## src/rtl/delay_arb_pkg.sv

```systemverilog
`default_nettype none
// delay_arb_pkg: FSM states and sizing limits shared by delay_arbiter and its bench.
package delay_arb_pkg;
  localparam int N_REQ_DEFAULT  = 4;
  localparam int TIME_W_DEFAULT = 12;
  localparam int N_REQ_MIN      = 2;
  localparam int N_REQ_MAX      = 8;

  typedef enum logic [1:0] {
    IDLE  = 2'd0,
    START = 2'd1,
    WAIT  = 2'd2,
    DONE  = 2'd3
  } arb_state_t;
endpackage
`default_nettype wire

```

## src/rtl/delay_arbiter_rr_pick.sv

```systemverilog
`default_nettype none
// rr_pick: one-hot selection of the first set req bit, searching upward from ptr with wrap.
module rr_pick #(
  parameter int N_REQ = 4,
  parameter int PTR_W = $clog2(N_REQ)
) (
  input  logic [N_REQ-1:0] req,
  input  logic [PTR_W-1:0] ptr,
  output logic [N_REQ-1:0] winner
);
  logic [N_REQ-1:0] rot;
  logic [N_REQ-1:0] rot_first;

  always_comb begin
    // Rotate so the pointer position lands on bit 0, take the lowest set bit, rotate back.
    rot = req;
    for (int p = 1; p < N_REQ; p++)
      if (ptr == PTR_W'(p))
        for (int i = 0; i < N_REQ; i++) rot[i] = req[(i + p) % N_REQ];
    rot_first = rot & (~rot + 1'b1);
    winner = rot_first;
    for (int p = 1; p < N_REQ; p++)
      if (ptr == PTR_W'(p))
        for (int i = 0; i < N_REQ; i++) winner[(i + p) % N_REQ] = rot_first[i];
  end
endmodule
`default_nettype wire

```

## src/rtl/delay_arbiter.sv

```systemverilog
`default_nettype none
// delay_arbiter: shares one millisecond delay timer among N_REQ requesters (round-robin).
// Define DELAY_ARB_FIXED_PRIO_EN for fixed lowest-index-first selection.
module delay_arbiter
  import delay_arb_pkg::*;
#(
  parameter int N_REQ  = N_REQ_DEFAULT,
  parameter int TIME_W = TIME_W_DEFAULT
) (
  input  logic                    clk,
  input  logic                    rstn,
  input  logic [N_REQ-1:0]        req,
  input  logic [N_REQ*TIME_W-1:0] req_time_ms,
  output logic [N_REQ-1:0]        grant,
  output logic [N_REQ-1:0]        done,
  output logic [TIME_W-1:0]       tmr_time_ms,
  output logic                    tmr_start,
  input  logic                    tmr_done
);
  localparam int PTR_W = $clog2(N_REQ);

  if (N_REQ < N_REQ_MIN || N_REQ > N_REQ_MAX) begin : g_bad_n_req
    $error("delay_arbiter: N_REQ outside legal range");
  end

  arb_state_t        state, state_nxt;
  logic [PTR_W-1:0]  ptr;
  logic [N_REQ-1:0]  winner;
  logic [TIME_W-1:0] win_time;
  logic              wait_first;
  logic              take;

  rr_pick #(.N_REQ(N_REQ), .PTR_W(PTR_W)) u_pick (
    .req    (req),
    .ptr    (ptr),
    .winner (winner)
  );

  always_comb begin
    win_time = '0;
    for (int i = 0; i < N_REQ; i++)
      if (winner[i]) win_time = req_time_ms[i*TIME_W +: TIME_W];
  end

  always_ff @(posedge clk or negedge rstn) begin
    if (!rstn) state <= IDLE;
    else       state <= state_nxt;
  end

  always_comb begin
    state_nxt = state;
    take      = 1'b0;
    tmr_start = 1'b0;
    done      = '0;
    case (state)
      IDLE: begin
        if (|req && tmr_done) begin
          take      = 1'b1;
          state_nxt = START;
        end
      end
      START: begin
        tmr_start = 1'b1;
        state_nxt = WAIT;
      end
      // The timer may still report ready on the first WAIT cycle before it sees the start.
      WAIT: begin
        if (!wait_first && tmr_done) state_nxt = DONE;
      end
      DONE: begin
        done      = grant & req;
        state_nxt = IDLE;
      end
      default: state_nxt = IDLE;
    endcase
  end

  always_ff @(posedge clk or negedge rstn) begin
    if (!rstn) begin
      grant       <= '0;
      tmr_time_ms <= '0;
      wait_first  <= 1'b0;
    end else begin
      wait_first <= (state == START);
      if (take) begin
        grant       <= winner;
        tmr_time_ms <= win_time;
      end else if (state == DONE) begin
        grant <= '0;
      end
    end
  end

`ifdef DELAY_ARB_FIXED_PRIO_EN
  assign ptr = '0;
`else
  logic [PTR_W-1:0] ptr_nxt;

  always_comb begin
    ptr_nxt = ptr;
    for (int i = 0; i < N_REQ; i++)
      if (grant[i]) ptr_nxt = PTR_W'((i + 1) % N_REQ);
  end

  always_ff @(posedge clk or negedge rstn) begin
    if (!rstn)               ptr <= '0;
    else if (state == DONE)  ptr <= ptr_nxt;
  end
`endif
endmodule
`default_nettype wire

```

## config.mk

```make
export PLATFORM = sky130hd
export DESIGN_NAME = delay_arbiter
export DESIGN_NICKNAME = d
export VERILOG_FILES = /design/src/rtl/delay_arb_pkg.sv /design/src/rtl/delay_arbiter_rr_pick.sv /design/src/rtl/delay_arbiter.sv
export SDC_FILE = /design/constraint.sdc
export NUM_CORES = 1
export LEC_CHECK = 0
export BUFFER_PORTS_ARGS = -buffer_cell sky130_fd_sc_hd__buf_2
export CORE_ASPECT_RATIO = 1.75
export CORE_MARGIN = 5
export CORE_UTILIZATION = 40
export CTS_CLUSTER_DIAMETER = 30
export DETAILED_ROUTE_END_ITERATION = 6
export PLACE_DENSITY = 0.84
export SLEW_MARGIN = 20
export SYNTH_ARGS = -nofsm -noshare
export SYNTH_HDL_FRONTEND = slang
export SYNTH_SLANG_ARGS = --single-unit
```

## constraint.sdc

```tcl
create_clock -name clk -period 2.3 [get_ports clk]
set_clock_uncertainty 0.05 [all_clocks]
set_input_delay 0.115 -clock clk [delete_from_list [all_inputs] [get_ports clk]]
set_output_delay 0.115 -clock clk [all_outputs]
set_load 0.02 [all_outputs]
```

==> key figures <==
Critical path
  – CP max stage cell: o21ai_1
  – Crit path kind: reg2reg
  – Stages on worst setup path: 5
  – RR Endpoint: tmr_time_ms[11]
  – CP Data Arrival Time: 2.00 ns
  – Largest stage delay, worst path: 0.71 ns
  – Worst path required time: 2.41 ns
  – Setup crit end kind: register
  – Crit Path Max Fanout: 13
  – Critical path, cell by cell: nand2b_1 > a21oi_1 > o21ai_1 > nor2_1 > o31ai_1
  – Worst setup startpoint: ptr[1]
  – Buf+Inv Stages, Crit Path: 0
  – CP Launch Type: register
  – Worst Setup EP: tmr_time_ms[11]
  – Worst Reg-to-Reg Cells: 5
  – Top cell family by delay on the critical path: compound AO/OA/AOI/OAI gates
  – Register-to-register setup slack: 0.41 ns
  – Worst reg2reg startpoint: ptr[1]

CTS
  – CTS Buf Count: 3
  – CTS Buffer Depth: 2
  – Root Buffer: clkbuf_8
  – Post-CTS Hold Buffers: 1
  – H-tree level count: 1
  – CTS Sinks: 21
  – Clk_lat worst skew: 0.25 ns
  – Total setup buffers inserted after CTS: 0
  – PostCTS Resize Cnt: 0
  – CTS tree: built
  – Reg clk slew, reported paths: 0.08 ns

Power and ir drop
  – Worst vdd ir: 0.595 mV
  – Total Power: 2060 uW
  – Power Density: 1130 nW/um^2
  – Leakage power: 0.000906 uW

GRT
  – Total grt overflow: 0
  – Initial antenna violation count: 0
  – Number of global-route vias before repair: 1,498
  – Largest net degree at the start of global routing: 22
  – First-pass GRT wire length: 6.74 mm
  – Total Routing Usage GR: 0.187

Place
  – Area after DPL: 1770 sq um
  – Port bufs: 75
  – Placer Congestion: 0.953
  – Post-DP HPWL: 3.31 mm

Route
  – Via/cell ratio: 5.39
  – Initial DRC Count: 34
  – # DRC: 0
  – Per-cell routed wire length: 15.6 um
  – DR pass1 iterations: 4
  – Vias: 1,434
  – Post-route ant nets: 0
  – Final wirelength: 4.14 mm

Floorplanning
  – Die width: 54.5 um
  – Starting Density: 0.412
  – Die area: 4790 sq um
  – Row count: 28
  – Core area: 3360 sq um
  – IO Pins: 76
  – Vert. Die Dim: 87.9 um

Synthesis
  – Ys flop type: dfrtp_1
  – Yosys top cell area share: 0.379
  – Netlist Area Pre-Place: 1390 sq um
  – Synth Instances: 149
  – Asr flop ratio synth: 1.00
  – Post-Syn Nets: 208
  – Yosys top cell by area: dfrtp_1
  – Post-synth EDFFs: 0
  – Avg Synthesized Cell Area: 9.30 sq um
  – Top post-synthesis cells by area: dfrtp_1 (38%), a2bb2oi_2 (7.6%), a221oi_1 (7.6%)
  – Seq/Total Area, Yosys: 0.379
  – YS warnings: 0
  – Netlist cell types: 34
  – Yosys reg bits: 21

STA
  – Post-layout min period: 1.89 ns
  – Crit share post-route: 0.821
  – Setup TNS: 0 ns
  – Worst Tran Pin Value: 0.902 ns
  – Fin. max-slew vios: 0
  – Final Hold Vio Count: 0
  – Unrepaired setup endpoints after global routing: false
  – Max Clk Rate: 0.529 GHz
  – Relative slew slack: 0.395
  – Setup violations, final: 0

Cells and area
  – Antenna Cells: 0
  – Util after Layout: 0.542
  – Fin area: 1820 sq um
  – Layout area overhead: 31.5%
  – Fin nets: 281
  – Share of layout cells above drive strength 1: 0.416

Min path
  – HP Class: in2reg

Outcome
  – Status: finished, final reports clean

Job
  – Number of max-cap violations: 0
## cell usage in the layout, fill, tap and decap left out, types with 4 or more instances in the layout
cell | Yosys | final
a221oi_1 | 12 | 12
a2bb2oi_1 | 5 | 5
a2bb2oi_2 | 7 | 7
and3_1 | 4 | 4
buf_2 | 4 | 75
dfrtp_1 | 21 | 21
ha_1 | 4 | 4
inv_1 | 5 | 5
nand2_1 | 23 | 23
nor2_1 | 13 | 13
o21ai_0 | 7 | 7
o31ai_1 | 13 | 13
## cells by family after synthesis
kind of cell             after synthesis  share of synthesized area
AO/OA/AOI/OAI                         55                      0.336
buffers and inverters                 16                     0.0659
AND/OR/NAND/NOR                       53                      0.183
flip-flops                            21                      0.379
adder cells (fa/ha/maj)                4                     0.0361
## worst min path at each step
stage / from / end / slack [ns] / cells past startpoint
after floorplan: rstn / grant[0] / -0.23 / 0
after global placement: rstn / wait_first / 0.04 / 1
after detailed placement: rstn / wait_first / 0.05 / 1
after CTS: req_time_ms[30] / tmr_time_ms[6] / 0.10 / 3
after global routing: req_time_ms[28] / tmr_time_ms[4] / 0.11 / 3
final: req_time_ms[33] / tmr_time_ms[9] / 0.10 / 3
## metal layers
metal / GRT usage / share of wire / vias to the layer above
met5: 0 / 0 / -
met4: 0.0726 / 0.014 / 0
met3: 0.0204 / 0.081 / 4
met2: 0.327 / 0.55 / 61
met1: 0.226 / 0.36 / 666
li1: - / - / 703
## report_power, final
part | leakage [uW] | switching (uW) | internal [uW]
Clock | 0.0000228 | 115 | 123
Sequential | 0.000268 | 139 | 536
Combinational | 0.000615 | 677 | 470
## synthesized netlist by cell type (2+ instances only)
library cell	count
nand2_1	23
dfrtp_1	21
nor2_1	13
o31ai_1	13
a221oi_1	12
a2bb2oi_2	7
o21ai_0	7
a2bb2oi_1	5
inv_1	5
and3_1	4
buf_2	4
ha_1	4
clkbuf_1	3
a21oi_1	2
a22oi_1	2
buf_4	2
nand2b_1	2
nand3b_1	2
nor2b_1	2
o211ai_1	2
## flip-flops by register name, indices dropped and copies added (netlist names)
register and count:
wait_first 1, tmr_time_ms 12, state 2, grant 4
ptr 2
## final cells by class
class / count / area, sq um
Timing Repair Buffer: 79 / 408
Tap cell: 45 / 56.3
Clock buffer: 4 / 45.0
Inverter: 5 / 18.8
Sequential cell: 21 / 526
Fill cell: 336 / 1540
Multi-Input combinational cell: 112 / 769
## worst min-delay path, stage by stage
cell and delay [ns]:
buf_2 0.10, nor2_1 0.09, o31ai_1 0.07
## through the flow
stage,setup slack [ns],cells,hold slack [ns]
floorplan,0.604,149,-0.231
global placement,0.490,261,0.0426
detailed placement,0.355,261,0.0503
CTS,0.386,266,0.102
global route,0.0867,266,0.109
finish,0.411,266,0.103
Note: power is estimated with default switching activity, not from simulation.
